### src/rtl/sysarr_pkg.sv
// Shared definitions for the systolic-array output path.
//   DEF_*      : default geometry of the array and its collector
//   psum_t     : one signed partial sum at the default width
//   psum_row_t : one full row (all lanes) at the default geometry
//   psum_lane  : extract lane k from a default-geometry row vector
//   clog2_int  : ceiling log2, used to size FIFO pointers
package sysarr_pkg;

  localparam int DEF_ARRAY_N    = 8;
  localparam int DEF_PSUM_BW    = 19;
  localparam int DEF_FIFO_DEPTH = 4;
  localparam int DEF_CNT_BW     = 16;

  typedef logic [DEF_PSUM_BW-1:0]             psum_t;
  typedef logic [DEF_ARRAY_N*DEF_PSUM_BW-1:0] psum_row_t;

  // Lane k occupies bits [k*BW +: BW]; lane 0 is the least significant.
  function automatic psum_t psum_lane(input psum_row_t vec, input int k);
    return vec[k*DEF_PSUM_BW +: DEF_PSUM_BW];
  endfunction

  function automatic int clog2_int(input int v);
    int r;
    int p;
    r = 0;
    p = 1;
    while (p < v) begin
      p = p * 2;
      r = r + 1;
    end
    return r;
  endfunction

endpackage

### src/rtl/psum_row_fifo.sv
// Synchronous show-ahead FIFO holding aligned psum rows.
//   clk, rst  : clock, asynchronous active-high reset
//   clear     : synchronous flush (pointers and count to zero)
//   wr_en     : push request with wr_data
//   rd_en     : pop request; rd_data always shows the head entry
//   full      : count == DEPTH
//   empty     : count == 0
//   count     : current occupancy
//   drop      : a push was refused this cycle (full and no pop)
// A push into a full FIFO is accepted when a pop happens in the same cycle,
// so a full FIFO that is being drained never loses a row.
module psum_row_fifo
  import sysarr_pkg::*;
#(
  parameter int WIDTH = DEF_ARRAY_N * DEF_PSUM_BW,
  parameter int DEPTH = DEF_FIFO_DEPTH,
  parameter int CW    = clog2_int(DEPTH) + 1
) (
  input  logic             clk,
  input  logic             rst,
  input  logic             clear,
  input  logic             wr_en,
  input  logic [WIDTH-1:0] wr_data,
  input  logic             rd_en,
  output logic [WIDTH-1:0] rd_data,
  output logic             full,
  output logic             empty,
  output logic [CW-1:0]    count,
  output logic             drop
);

  localparam int            AW       = CW - 1;
  localparam logic [CW-1:0] CNT_FULL = CW'(DEPTH);
  localparam logic [CW-1:0] CNT_ONE  = CW'(1);
  localparam logic [AW-1:0] PTR_ONE  = AW'(1);

  logic [WIDTH-1:0] mem [DEPTH];
  logic [AW-1:0]    wr_ptr;
  logic [AW-1:0]    rd_ptr;
  logic             do_pop;
  logic             do_push;

  assign full    = (count == CNT_FULL);
  assign empty   = (count == '0);
  assign rd_data = mem[rd_ptr];

  assign do_pop  = rd_en && !empty && !clear;
  assign do_push = wr_en && !clear && (!full || do_pop);
  assign drop    = wr_en && !clear && full && !do_pop;

  // Pointers wrap naturally because DEPTH is a power of two.
  always_ff @(posedge clk or posedge rst) begin
    if (rst) begin
      wr_ptr <= '0;
      rd_ptr <= '0;
      count  <= '0;
    end else if (clear) begin
      wr_ptr <= '0;
      rd_ptr <= '0;
      count  <= '0;
    end else begin
      if (do_push) wr_ptr <= wr_ptr + PTR_ONE;
      if (do_pop)  rd_ptr <= rd_ptr + PTR_ONE;
      case ({do_push, do_pop})
        2'b10:   count <= count + CNT_ONE;
        2'b01:   count <= count - CNT_ONE;
        default: count <= count;
      endcase
    end
  end

  // Storage needs no reset: entries are only observed while count says valid.
  always_ff @(posedge clk) begin
    if (do_push) mem[wr_ptr] <= wr_data;
  end

endmodule

### src/rtl/psum_deskew_collector.sv
// Collects the diagonally skewed psum wavefront leaving the bottom of the
// systolic array, realigns each row and buffers it for a downstream consumer.
//   clk, rst  : clock, asynchronous active-high reset
//   clear     : synchronous flush of FIFO, in-flight rows, row_cnt, ovf_err
//   in_valid  : lane 0 of a new row is on psum_in this cycle
//   psum_in   : skewed lanes; lane k of a row arrives k cycles after lane 0
//   out_valid : an aligned row is available on out_data
//   out_ready : consumer accepts the row
//   out_data  : aligned row (head of FIFO), all-zero when out_valid is low
//   row_cnt   : rows handed off, wrapping
//   ovf_err   : sticky, set when a row was dropped because the FIFO was full
//
// Handshake: a row transfers on every cycle where out_valid && out_ready.
// Once out_valid is high it stays high and out_data stays constant until that
// transfer happens (only clear or rst can withdraw it). out_valid does not
// depend on out_ready. The array side has no ready: it cannot stall, so a row
// arriving at a full FIFO is dropped and flagged instead of back-pressured.
module psum_deskew_collector
  import sysarr_pkg::*;
#(
  parameter int ARRAY_N        = DEF_ARRAY_N,
  parameter int PARTIAL_SUM_BW = DEF_PSUM_BW,
  parameter int FIFO_DEPTH     = DEF_FIFO_DEPTH,
  parameter int CNT_BW         = DEF_CNT_BW
) (
  input  logic                                clk,
  input  logic                                rst,
  input  logic                                clear,
  input  logic                                in_valid,
  input  logic [ARRAY_N*PARTIAL_SUM_BW-1:0]   psum_in,
  output logic                                out_valid,
  input  logic                                out_ready,
  output logic [ARRAY_N*PARTIAL_SUM_BW-1:0]   out_data,
  output logic [CNT_BW-1:0]                   row_cnt,
  output logic                                ovf_err
);

  localparam int                ROW_BW  = ARRAY_N * PARTIAL_SUM_BW;
  localparam int                FIFO_CW = clog2_int(FIFO_DEPTH) + 1;
  localparam logic [CNT_BW-1:0] CNT_ONE = CNT_BW'(1);

  logic [ARRAY_N-2:0]  vld_pipe;
  logic [ROW_BW-1:0]   aligned_row;
  logic [ROW_BW-1:0]   fifo_head;
  logic                fifo_full;
  logic                fifo_empty;
  logic [FIFO_CW-1:0]  fifo_count;
  logic                fifo_drop;
  logic                row_wr;
  logic                pop;

  // Lane k arrives k cycles after lane 0, so it waits ARRAY_N-1-k cycles to
  // line up with the last lane, which is taken straight from the input.
  for (genvar k = 0; k < ARRAY_N; k++) begin : g_lane
    localparam int DLY = ARRAY_N - 1 - k;
    if (DLY == 0) begin : g_comb
      assign aligned_row[k*PARTIAL_SUM_BW +: PARTIAL_SUM_BW] =
        psum_in[k*PARTIAL_SUM_BW +: PARTIAL_SUM_BW];
    end else begin : g_dly
      logic [PARTIAL_SUM_BW-1:0] dly [DLY];
      always_ff @(posedge clk or posedge rst) begin
        if (rst) begin
          for (int i = 0; i < DLY; i++) dly[i] <= '0;
        end else begin
          dly[0] <= psum_in[k*PARTIAL_SUM_BW +: PARTIAL_SUM_BW];
          for (int i = 1; i < DLY; i++) dly[i] <= dly[i-1];
        end
      end
      assign aligned_row[k*PARTIAL_SUM_BW +: PARTIAL_SUM_BW] = dly[DLY-1];
    end
  end

  // Row-valid travels with the slowest lane (lane 0); clearing it is enough to
  // discard rows mid-deskew, the data delay lines may keep stale values.
  always_ff @(posedge clk or posedge rst) begin
    if (rst) begin
      vld_pipe <= '0;
    end else if (clear) begin
      vld_pipe <= '0;
    end else begin
      vld_pipe[0] <= in_valid;
      for (int i = 1; i < ARRAY_N - 1; i++) vld_pipe[i] <= vld_pipe[i-1];
    end
  end

  assign row_wr = vld_pipe[ARRAY_N-2];

  psum_row_fifo #(
    .WIDTH (ROW_BW),
    .DEPTH (FIFO_DEPTH),
    .CW    (FIFO_CW)
  ) u_fifo (
    .clk     (clk),
    .rst     (rst),
    .clear   (clear),
    .wr_en   (row_wr),
    .wr_data (aligned_row),
    .rd_en   (out_ready),
    .rd_data (fifo_head),
    .full    (fifo_full),
    .empty   (fifo_empty),
    .count   (fifo_count),
    .drop    (fifo_drop)
  );

  // No bypass: a row written this cycle is first visible next cycle.
  assign out_valid = !fifo_empty;
  assign out_data  = out_valid ? fifo_head : '0;
  assign pop       = out_valid && out_ready;

  always_ff @(posedge clk or posedge rst) begin
    if (rst) begin
      row_cnt <= '0;
      ovf_err <= 1'b0;
    end else if (clear) begin
      row_cnt <= '0;
      ovf_err <= 1'b0;
    end else begin
      if (pop)       row_cnt <= row_cnt + CNT_ONE;
      if (fifo_drop) ovf_err <= 1'b1;
    end
  end

  // Occupancy bookkeeping must agree with the flags the datapath relies on.
  always @(posedge clk) begin
    if (!rst) begin
      assert (fifo_empty == (fifo_count == '0));
      assert (fifo_full || (fifo_count < FIFO_CW'(FIFO_DEPTH)));
    end
  end

endmodule

### config.mk
export PLATFORM = sky130hd
export DESIGN_NAME = psum_deskew_collector
export DESIGN_NICKNAME = d
export VERILOG_FILES = /design/src/rtl/sysarr_pkg.sv /design/src/rtl/psum_row_fifo.sv /design/src/rtl/psum_deskew_collector.sv
export SDC_FILE = /design/constraint.sdc
export NUM_CORES = 1
export LEC_CHECK = 0
export ABC_CLOCK_PERIOD_IN_PS = 20200
export BUFFER_PORTS_ARGS = -buffer_cell sky130_fd_sc_hd__buf_2
export CELL_PAD_IN_SITES_DETAIL_PLACEMENT = 0
export CELL_PAD_IN_SITES_GLOBAL_PLACEMENT = 1
export CORE_ASPECT_RATIO = 2
export CORE_MARGIN = 4
export CORE_UTILIZATION = 25
export CTS_BUF_LIST = sky130_fd_sc_hd__clkbuf_8 sky130_fd_sc_hd__clkbuf_16
export DETAILED_ROUTE_END_ITERATION = 10
export PLACE_DENSITY_LB_ADDON = 0.3
export SYNTH_ARGS = -nofsm -noshare
export SYNTH_HDL_FRONTEND = slang
export SYNTH_SLANG_ARGS = --single-unit
### constraint.sdc
create_clock -name clk -period 20.2 [get_ports clk]
set_input_delay 1.01 -clock clk [delete_from_list [all_inputs] [get_ports clk]]
set_output_delay 1.01 -clock clk [all_outputs]
set_load 0.01 [all_outputs]
==> impl_results.md <==
- Outcome: finished, final reports clean
- Nets: 2221
- Post-CTS setup buffer count: 0
- Max Cap Viol: 0
- Area contributors post-synth: edfxtp_1, dfrtp_1, mux4_2
- Fmax: around 190 MHz
- Die area: 158000 µm²
- # IOs: 327
- Seq cells post-synth: 1171
- Die X: 283 µm
- Post_cts resized: 0
- FILL cells: ~15000
- Post-layout instance area: 45400 µm²
- Maximum VDD drop: 0.0000940 V
- Slew of the pin with the lowest slew margin: 1.18 ns
- Post-synthesis net count: 1824
- Largest fanout on the critical path: 44
- Final worst setup slack: roughly 15 ns
- Syn avg cell area: approximately 23 µm²
- Rel. slew slack: 21.5%
- Vias in the first global route: 19000
- Count leader, synth: edfxtp_1
- CTS HTree Levels: 3
- Avg WL per Cell: 20.2 µm
- Setup crit start kind: register
- Commonest cells post-synth: edfxtp_1, dfrtp_1, and2_1
- GR Layer Usage met2: a little under a fifth
- Clk slew on worst S/H paths: 0.07 ns
- Layout Cells excl Fill: 4093
- Initial core utilization: 25.2%
- Area Growth Syn to Fin: 20.2%
- Min Tclk post-route: 5.25 ns
- Share of cells above drive strength 1: 31.8%
- Fin util: a little under a third
- Initial antenna violation count: 34
- Critical path class: register to output pin
- Root buffer cell: clkbuf_16
- Area of the core: 150000 µm²
- Crit end category: output pin
- Required time worst endpoint: 19.19 ns
- Sink Count: 1171
- Leakage: ~17 nW
- Largest net degree at the start of global routing: 134
- Cell row count: about 200
- Final WL: 82700 µm
- Cts bufs inserted: 109
- Total grt overflow: 0
- Synth Warn #: 0
- Arr. time, crit path: 4.24 ns
- Fin crit share: 26.0%
- Max-slew violations: 0
- CTS tree: yes
- GP Congestion: 0.722
- Post-route setup TNS: 0 ns
- Synth cell types: 43
- Post-synth design cell area: 37800 µm²
- DRC viols: 0
- Post-DP HPWL: ~50000 µm
- Final count of hold timing violations: 0
- Worst Hold Class: register to register
- Crit-path slowest cell: buf_4
- Async S/R FF share, synth: 48.1%
- Top cell by count, worst path: buf_4
- Top-area cell type share of the netlist area: 48.3%
- Grt met1 use: 12.3%
- Worst path max stage delay: between 0.8 and 0.9 ns
- Clk_lat worst skew: 0.69 ns
- DRT antenna net count: 0
- RSZ-0062 raised after global routing: no
- Post-DP Area: 41700 µm²
- DP Cell Count: between 3000 and 4000
- Met3 Resource Use GR: roughly 3.5%
- Total GRT Usage: 10.6%
- Worst clock skew: ~0.03 ns
- Via count: ~16000
- CTS Hold Buffers Added: 0
- Pwr Density: 104 nW/µm²
- Port bufs: 326
- CTS Buffer Depth: 3
- Post-synthesis sequential area ratio: around 86%
- Area leader, netlist: edfxtp_1
- GRT busiest layer: met2
- Post-synth EDFFs: slightly above 600
- Place WS: around 15 ns
- Mapped Cells: 1661
- Reg2reg setup slack: between 15 and 20 ns
- Via density: 3.98
- Critical-path cell list: buf_4 -> buf_4 -> mux4_2 -> and2_1 -> buf_2
- Most used DFF post-synth: edfxtp_1
- TritonRoute pass-1 iters: 5
- First-pass GRT wire length: 125000 µm
- # setup viols final: 0
- Die height: 558 µm
- DRT iter0 DRCs: 761
==> path summary, 6_finish.rpt <==
path	cells after the start	endpoint	start
worst max-delay path	5	out_data[71]	u_fifo.rd_ptr[0]$_DFFE_PP0P_
worst min-delay path	0	g_lane[2].g_dly.dly[34]$_DFF_PP0_	g_lane[2].g_dly.dly[53]$_DFF_PP0_
worst max register to register	4	u_fifo.mem[0][93]$_DFFE_PP_	u_fifo.count[0]$_DFFE_PP0P_
worst min register to register	0	g_lane[2].g_dly.dly[34]$_DFF_PP0_	g_lane[2].g_dly.dly[53]$_DFF_PP0_
max in group asynchronous	4	g_lane[4].g_dly.dly[37]$_DFF_PP0_	rst
min in group asynchronous	2	g_lane[0].g_dly.dly[129]$_DFF_PP0_	rst
==> metrics by stage <==
step | power, mW | hold WS (ns)
3_5_place_dp | 2.70 | 0.335
5_1_grt | 4.92 | 0.336
3_3_place_gp | 2.69 | 0.332
4_1_cts | 4.81 | 0.322
2_1_floorplan | 2.65 | 0.331
6_report | 4.71 | 0.333
==> sequential cells by signal (all words and copies together) (netlist names) <==
name and count:
aligned_row 114, g_lane.g_dly.dly 418, ovf_err 1, row_cnt 16, u_fifo.count 3, u_fifo.mem 608
u_fifo.rd_ptr 2, u_fifo.wr_ptr 2, vld_pipe 7
==> cells by family (layout without fill, tap and decap cells) <==
kind of cell | Yosys count | after routing | share of synthesized area (%)
adder cells (fa/ha/maj) | 6 | 6 | 0.218
other | 0 | 11 | 0
XOR/XNOR | 12 | 12 | 0.278
flip-flops | 1171 | 1171 | 85.6
AND/OR/NAND/NOR | 222 | 222 | 3.48
AO/OA/AOI/OAI | 29 | 29 | 0.533
multiplexers | 153 | 153 | 9.08
buffers and inverters | 68 | 561 | 0.824
==> metal layers <==
layer  part of all wire, %  vias up
li1                      -     7028
met1                    39     8636
met2                    51      439
met3                   7.3      153
met4                   2.6       26
met5                  0.21        -
==> cell type report <==
cell class,instances,area (µm²),share of cell area [%]
Clock inverter,80,648,1.43
Clock buffer,127,3030,6.67
Timing Repair Buffer,347,1790,3.94
Inverter,7,33.8,0.0743
Multi-Input combinational cell,422,5150,11.3
Sequential cell,1171,32400,71.2
Tap cell,1928,2410,5.31
Antenna cell,11,27.5,0.0606
==> report_power, final <==
group / total (mW) / leakage [nW] / internal (mW) / switching, mW
Sequential: 2.60 / 12.1 / 2.57 / 0.0272
Clock: 2.07 / 1.87 / 1.16 / 0.911
Combinational: 0.0470 / 3.15 / 0.0139 / 0.0331
Total: 4.71 / 17.1 / 3.74 / 0.971
==> cells in the final DEF, fill, tap and decap left out, types with 7 or more instances in the layout <==
master      count
and2_1        153
dfrtp_1       561
inv_1          29
edfxtp_1      608
clkbuf_8       13
nor2_1         18
diode_2        11
mux4_2        152
clkinv_2       17
clkinv_1        8
a21oi_1         9
o21ai_0         7
nand3_1         8
xor2_1          7
buf_2         326
clkinvlp_4     11
buf_4          21
clkbuf_16     114
nor2b_1         8
==> worst max-delay path, delay by kind of cell, from the launching register on <==
| kind | cells | cell delay (ns) |
|---|---|---|
| mux | 1 | 0.59 |
| flops | 1 | 0.76 |
| simple gates | 1 | 0.20 |
| buf+inv | 3 | 1.82 |
No activity file was read; power rests on OpenSTA's default activity.
